<file path="src/rtl/fetch_unit.sv">
// Instruction fetch unit.
// Keeps a PC register that drives a 1-cycle synchronous instruction RAM,
// tracks at most one outstanding read, and buffers returned halfword
// instructions in a 2-entry FIFO so decode can stall without losing data.
// A taken branch flushes the buffer and the in-flight read and restarts
// fetching at the (halfword aligned) branch target.
module fetch_unit #(
  parameter logic [31:0] RESET_PC = 32'h0000_0000
) (
  input  logic        clk_i,
  input  logic        reset_i,
  input  logic        branch_taken_i,
  input  logic [31:0] branch_target_i,
  input  logic        decode_ready_i,
  input  logic [15:0] instruction_i,
  output logic [31:0] instruction_addr_o,
  output logic [15:0] instruction_o,
  output logic [31:0] pc_o,
  output logic        valid_o
);

  // Bit 0 of every fetch address is forced low: instructions are halfwords.
  localparam logic [31:0] RESET_PC_ALIGNED = RESET_PC & ~32'h1;

  // Architectural state
  logic [31:0] pc_q,      pc_d;
  logic        req_q,     req_d;
  logic [31:0] req_pc_q,  req_pc_d;
  logic [1:0]  count_q,   count_d;
  logic        rd_ptr_q,  rd_ptr_d;
  logic        wr_ptr_q,  wr_ptr_d;
  logic [15:0] fifo_ins_q [2];
  logic [31:0] fifo_pc_q  [2];

  // Handshake terms shared by the next-state logic
  logic        pop;
  logic        push;
  logic        issue;
  logic [2:0]  occupancy;

  // Decide this cycle's pop, push and issue. The issue rule counts the entry
  // already in flight, so the FIFO can never be asked to hold a third entry.
  always_comb begin
    pop       = valid_o && decode_ready_i;
    push      = req_q && !branch_taken_i;
    occupancy = {1'b0, count_q} - {2'b00, pop} + {2'b00, req_q};
    issue     = !branch_taken_i && (occupancy < 3'd2);
  end

  // Next-state for PC, request tracking and FIFO bookkeeping; a redirect
  // overrides everything else and drops the in-flight response.
  always_comb begin
    pc_d     = pc_q;
    req_d    = 1'b0;
    req_pc_d = req_pc_q;
    count_d  = count_q;
    rd_ptr_d = rd_ptr_q;
    wr_ptr_d = wr_ptr_q;

    if (branch_taken_i) begin
      pc_d     = branch_target_i & ~32'h1;
      count_d  = 2'd0;
      rd_ptr_d = 1'b0;
      wr_ptr_d = 1'b0;
    end else begin
      if (issue) begin
        pc_d     = pc_q + 32'd2;
        req_d    = 1'b1;
        req_pc_d = pc_q;
      end
      if (pop) begin
        rd_ptr_d = rd_ptr_q + 1'b1;
      end
      if (push) begin
        wr_ptr_d = wr_ptr_q + 1'b1;
      end
      count_d = count_q + {1'b0, push} - {1'b0, pop};
    end
  end

  // State registers, cleared immediately by reset.
  always_ff @(posedge clk_i or posedge reset_i) begin
    if (reset_i) begin
      pc_q     <= RESET_PC_ALIGNED;
      req_q    <= 1'b0;
      req_pc_q <= 32'h0;
      count_q  <= 2'd0;
      rd_ptr_q <= 1'b0;
      wr_ptr_q <= 1'b0;
    end else begin
      pc_q     <= pc_d;
      req_q    <= req_d;
      req_pc_q <= req_pc_d;
      count_q  <= count_d;
      rd_ptr_q <= rd_ptr_d;
      wr_ptr_q <= wr_ptr_d;
    end
  end

  // FIFO storage: capture the RAM data together with the PC it was issued for.
  always_ff @(posedge clk_i or posedge reset_i) begin
    if (reset_i) begin
      fifo_ins_q[0] <= 16'h0;
      fifo_ins_q[1] <= 16'h0;
      fifo_pc_q[0]  <= 32'h0;
      fifo_pc_q[1]  <= 32'h0;
    end else if (push) begin
      fifo_ins_q[wr_ptr_q] <= instruction_i;
      fifo_pc_q[wr_ptr_q]  <= req_pc_q;
    end
  end

  // Outputs: the head entry when the buffer holds something, zeros otherwise.
  always_comb begin
    instruction_addr_o = pc_q;
    valid_o            = (count_q != 2'd0);
    instruction_o      = 16'h0;
    pc_o               = 32'h0;
    if (valid_o) begin
      instruction_o = fifo_ins_q[rd_ptr_q];
      pc_o          = fifo_pc_q[rd_ptr_q];
    end
  end

  // A push into a full buffer means the issue throttling is broken.
  pushIntoFull: assert property (@(posedge clk_i) disable iff (reset_i)
                                 !(push && count_q == 2'd2));

endmodule
</file>
<file path="config.mk">
export PLATFORM = sky130hd
export DESIGN_NAME = fetch_unit
export DESIGN_NICKNAME = d
export VERILOG_FILES = /design/src/rtl/fetch_unit.sv
export SDC_FILE = /design/constraint.sdc
export NUM_CORES = 1
export LEC_CHECK = 0
export ABC_AREA = 1
export BUFFER_PORTS_ARGS = -buffer_cell sky130_fd_sc_hd__buf_2
export CORE_MARGIN = 3
export CORE_UTILIZATION = 61
export DETAILED_ROUTE_END_ITERATION = 10
export GPL_TIMING_DRIVEN = 0
export PLACE_DENSITY = 0.95
export SLEW_MARGIN = 15
export SYNTH_ARGS = -nofsm -noshare
export SYNTH_HDL_FRONTEND = slang
export SYNTH_SLANG_ARGS = --single-unit
</file>
<file path="constraint.sdc">
create_clock -name clk_i -period 11.15 [get_ports clk_i]
set_input_delay 1.115 -clock clk_i [delete_from_list [all_inputs] [get_ports clk_i]]
set_output_delay 1.115 -clock clk_i [all_outputs]
set_load 0.03 [all_outputs]
</file>
* Yosys cells after proc, flatten, opt, wreduce, memory -nomap -nowiden
Index checks and enable logic that the tools add are counted.
** Word-level totals
- Register bits after elaboration :: 165
- Input port bits :: 52
- Logic and storage cells :: 57
** Cells by class
- $lt $le $gt $ge :: 4
- Bitwise operators :: 3
- Multiplexer cells :: 23
- Reductions and logical operators :: 10
- Add/sub/neg operators :: 7
** Operators with widths (count)
- $mux 32 :: 7
- $mux 16 :: 5
- $bwmux 64 :: 1
- $add 32x2->32 const B :: 1
- $bwmux 32 :: 1
- $demux 32 s1 :: 1
- $demux 16 s1 :: 1
- $reduce_bool 2->1 :: 4
- $mux 1 :: 6
- $ge 2x2->1 const B :: 2
- $logic_and 1x1->1 :: 4
- $not 1->2 :: 2
- $add 3x1->3 :: 1
- $lt 3x2->1 const B :: 1
- $sub 2x1->3 :: 1
- $add 1x1->1 const B :: 2
- $add 2x1->2 :: 1
- $lt 2x1->1 const B :: 1
- $mux 2 :: 1
- $reduce_and 2->1 :: 1
- $sub 2x1->2 :: 1
- $logic_not 1->1 :: 1
- $not 1->1 :: 1

* Logic depth before layout (Yosys ltp)
- Depth in word-level cells :: 8
- Mapped depth :: 17
- Mapped depth without buffers :: 16

* Worst setup path after synthesis
No wires, ideal clock.
- Path type :: input to register
- From :: input port decode_ready_i
- To :: register pc_q[10], in the netlist instruction_addr_o[10]
- Stages on the path :: 12
- Arrival :: 2.575 ns
- Library setup time :: 0.116 ns
- Slack :: 8.459 ns
- Path through :: nand2_1 -> inv_1 -> nand2_1 -> o21ai_0 -> nand2_1 -> fa_1 -> nand2_1 -> nand2_1 -> buf_2 -> o21ai_0 -> inv_1 -> nand2_1
** Between the ends
- Longest elaborated chain between the ends :: 6
** RTL lines
- start, declared :: RTL line 14 : input logic decode_ready_i,
- $logic_and 1x1->1 :: RTL line 44 : pop = valid_o && decode_ready_i;
- $sub 2x1->3 :: RTL line 46 : occupancy = {1'b0, count_q} - {2'b00, pop} + {2'b00, req_q};
- $add 3x1->3 :: RTL line 46
- $lt 3x2->1 :: RTL line 47 : issue = !branch_taken_i && (occupancy < 3'd2);
- $logic_and 1x1->1 :: RTL line 47
- $reduce_bool 2->1 (no line)
- end signal, assigned :: RTL line 91 : pc_q <= pc_d;
- end, declared :: RTL line 26 : logic [31:0] pc_q, pc_d;
No other way between the ends.
A chain may end at the register's enable or synchronous reset.

* Worst setup path after layout
- From :: register count_q[1]
- To :: output port pc_o[17]
** Between the ends
- Longest elaborated chain between the ends :: 2
** RTL lines
- start, declared :: RTL line 29 : logic [1:0] count_q, count_d;
- start signal, assigned :: RTL line 94 : count_q <= count_d;
- $reduce_bool 2->1 :: RTL line 116 : valid_o = (count_q != 2'd0);
- $mux 32 :: RTL line 119 : if (valid_o) begin
- end, declared :: RTL line 18 : output logic [31:0] pc_o,
No other way between the ends.

==> reports/qor.yml <==
antenna-diode-count: 0
fin_ws_ns: 7.92
mostFrequentLayoutCell: "sky130_fd_sc_hd__nand2_1"
initialDrtViolationCount: 855
timing.rr.end: "instruction_addr_o[13]"
placer_congestion_estimate: 0.944
power.ir.vdd_worst_mv: 0.153
ys.warnings.count: 0
route.detailed.drc: 0
max_cap_viol_count: 0
cp_slowest_stage_delay_ns: 0.44
critical_path.slowest_cell: "sky130_fd_sc_hd__dfrtp_1"
critPathArrivalTime_ns: 2.11
aggregate_global_route_resource_usage_pct: 30.5
design.die.area_mm2: 0.0144
netlist_instances: 1037
reg2reg_setup_slack_ns: 8.50
post_synth_edffs: 0
dp.cells: 1339
cts_htree_levels: 4
critPathMostFrequentCell: "sky130_fd_sc_hd__buf_2"
number_of_clock_buffers_inserted_by_tritoncts: 17
die-height_um: 120
synthesis_stage_register_bit_count: 161
antenna_violations_before_repair: 0
total_detailed_routing_wirelength_mm: 21.4
power-per-cell-area_mw_per_mm2: 317
comb_power_share_pct: 44.1
setup_viol: 0
hold_end: "fifo_pc_q[3]"
grt_max_degree: 119
io-pin-count: 133
synth_area_mm2: 0.00794
relSlewSlack_pct: 62.6
placement_rows: 41
timing.fmax_mhz: 310
wl_per_cell_um: 15.6
start_kind: "register"
asyncSetResetFlopFracSynth_pct: 100
syn-mean-instance-area_um2: 7.66
clock_sinks: 161
ctsHoldBuffers: 0
power_switching_share_pct: 45.4
io_buffers: 128
crit_fanout: 10
tightestPinTransition_ns: 0.561
ys_types: 33
path_type_of_the_worst_min_delay_path: "register to register"
cts_post_setup_buffers_inserted: 0
final_min_period_over_clock_period_pct: 29.0
clock_latency_ns: 0.44
hold_viol: 0
area.growth.synth_to_final_pct: 19.0
p_clk_share_pct: 20.5
worstRegToRegCells: 14
yosys.area.top_type: "sky130_fd_sc_hd__dfrtp_1"
nets: 1241
run_status: "finished, final reports clean"
hold_depth: 2
final-instance-count-excl-fill: 1371
dpl_worst_slack_ns: 8.00
cts-root-buf: "sky130_fd_sc_hd__clkbuf_16"
die_w_um: 120
power.net_switching_w: 0.00136
critPathCaptureType: "output port"
clkTransAtPathRegs_ns: 0.06
post-dp-hpwl_mm: 14.8
timing.rr.start: "count_q[1]"
detailedRoute.firstPassIterationCount: 5
timing.clock.skew_ns: 0.00835
initial_core_util_pct: 62.7
yosysTopAreaCellShare_pct: 50.7
core_area_mm2: 0.0127
cts.path.max_buffers: 2
fin_crit_ns: 3.23
critical_path_class: "register to output port"
static-leakage-power_nw: 4.80
internal_power_w: 0.00164
p_seq_share_pct: 35.4
tritoncts_clock_tree: "done"
route.antenna.remaining_nets: 0
most-common-layout-cells: "sky130_fd_sc_hd__nand2_1, sky130_fd_sc_hd__dfrtp_1, sky130_fd_sc_hd__buf_2"
cp_data_required_time_ns: 10.04
timing.setup.tns_ns: 0
slew_viol_final: 0
grt_setup_unrepaired: "false"
routed-via-count: 7478
routed_via_density: 5.45
drive_above_1_share_pct: 17.5
cts_repair_resize_count: 0
synth_ff_type: "sky130_fd_sc_hd__dfrtp_1"
number_of_global_route_vias_before_repair: 7097
worst_hold_startpoint: "fifo_pc_q[3]"
grt-ovfl-total: 0
grt_first_pass_wirelength_mm: 34.6
ys_top_cells_by_area: "sky130_fd_sc_hd__dfrtp_1, sky130_fd_sc_hd__nand2_1, sky130_fd_sc_hd__o21ai_0, sky130_fd_sc_hd__inv_1, sky130_fd_sc_hd__a21oi_1"
synth-seq-area-share_pct: 50.7
critical_path.cell_chain: "nor2_1 > buf_2 > buf_1 > a21oi_1 > buf_2"
[final cells by class]
type	count	area, um2
plain buffers	56	318
clock buffers	24	492
clock inverters	8	126
fillers	923	3220
inverters	102	392
multi-input cells	719	3210
flip-flops and latches	161	4030
well taps	172	215
repair buffers	129	668
[synth_stat cells (2+ instances only)]
cell,instances
sky130_fd_sc_hd__a21oi_1,62
sky130_fd_sc_hd__buf_1,9
sky130_fd_sc_hd__buf_2,15
sky130_fd_sc_hd__buf_4,5
sky130_fd_sc_hd__buf_6,9
sky130_fd_sc_hd__clkbuf_1,16
sky130_fd_sc_hd__clkbuf_2,2
sky130_fd_sc_hd__dfrtp_1,161
sky130_fd_sc_hd__ha_1,2
sky130_fd_sc_hd__inv_1,100
sky130_fd_sc_hd__nand2_1,374
sky130_fd_sc_hd__nand2_2,3
sky130_fd_sc_hd__nand3_1,40
sky130_fd_sc_hd__nand3b_1,14
sky130_fd_sc_hd__nor2_1,71
sky130_fd_sc_hd__nor2_2,3
sky130_fd_sc_hd__o211ai_1,6
sky130_fd_sc_hd__o21ai_0,88
sky130_fd_sc_hd__o21ai_1,30
sky130_fd_sc_hd__o21ai_2,10
sky130_fd_sc_hd__xnor2_1,2
sky130_fd_sc_hd__xor2_1,4
[worst max-delay path, delay by kind of cell, from the launching register on]
family | cells | cell delay (ns)
buf+inv | 3 | 0.91
flops | 1 | 0.44
compound gates | 1 | 0.14
simple gates | 1 | 0.19
[state kept, by name, summed over array words and instances (netlist names)]
signal              cells
count_q                 2
fifo_ins_q             32
fifo_pc_q              62
instruction_addr_o     31
rd_ptr_q                1
req_pc_q               31
req_q                   1
wr_ptr_q                1
[power groups by stage]
| stage | sequential (W) | combinational [W] | clock, W |
|---|---|---|---|
| 2_1_floorplan | 0.00112 | 0.000841 | 0 |
| 3_3_place_gp | 0.00105 | 0.00125 | 0 |
| 3_5_place_dp | 0.00106 | 0.00130 | 0 |
| 4_1_cts | 0.00105 | 0.00132 | 0.000611 |
| 5_1_grt | 0.00109 | 0.00147 | 0.000637 |
| 6_report | 0.00106 | 0.00132 | 0.000614 |
[logic make-up (layout without fill, tap and decap cells)]
| group | Yosys count | after routing | share of synthesized area, % |
|---|---|---|---|
| other | 1 | 2 | 0.0472 |
| AOI/OAI and AO/OA | 199 | 199 | 13.3 |
| xor gates and xnor gates | 6 | 6 | 0.662 |
| buffers and inverters | 158 | 319 | 8.84 |
| DFF | 161 | 161 | 50.7 |
| adders and majority gates | 3 | 3 | 0.567 |
| and+or+nand+nor | 509 | 509 | 25.9 |
[through the flow]
stage               instance area (um2)  hold WS, ns  total power (W)  utilization (%)
finish                             9450        0.482          0.00300             74.6
global route                       9450        0.496          0.00320             74.6
CTS                                9450        0.484          0.00299             74.6
detailed placement                 8840        0.469          0.00236             69.7
global placement                   8800        0.465          0.00230             69.5
floorplan                          7950        0.453          0.00196                -
[metal layers]
metal / part of all wire [%] / global-route usage [%]
met5: 0 / 0
met4: 3.4 / 13.3
met3: 9.2 / 5.75
met2: 47 / 49.2
met1: 40 / 40.7
[worst max-delay path by stage]
| stage | start | slack [ns] | endpoint |
|---|---|---|---|
| 2_1_floorplan | reset_i | 5.69 | count_q[0] |
| 3_3_place_gp | reset_i | 4.23 | instruction_addr_o[24] |
| 3_5_place_dp | decode_ready_i | 8.00 | instruction_addr_o[10] |
| 4_1_cts | count_q[1] | 7.93 | instruction_o[13] |
| 5_1_grt | rd_ptr_q | 7.76 | pc_o[30] |
| 6_report | count_q[1] | 7.92 | pc_o[17] |
(Power assumes the default switching activity.)
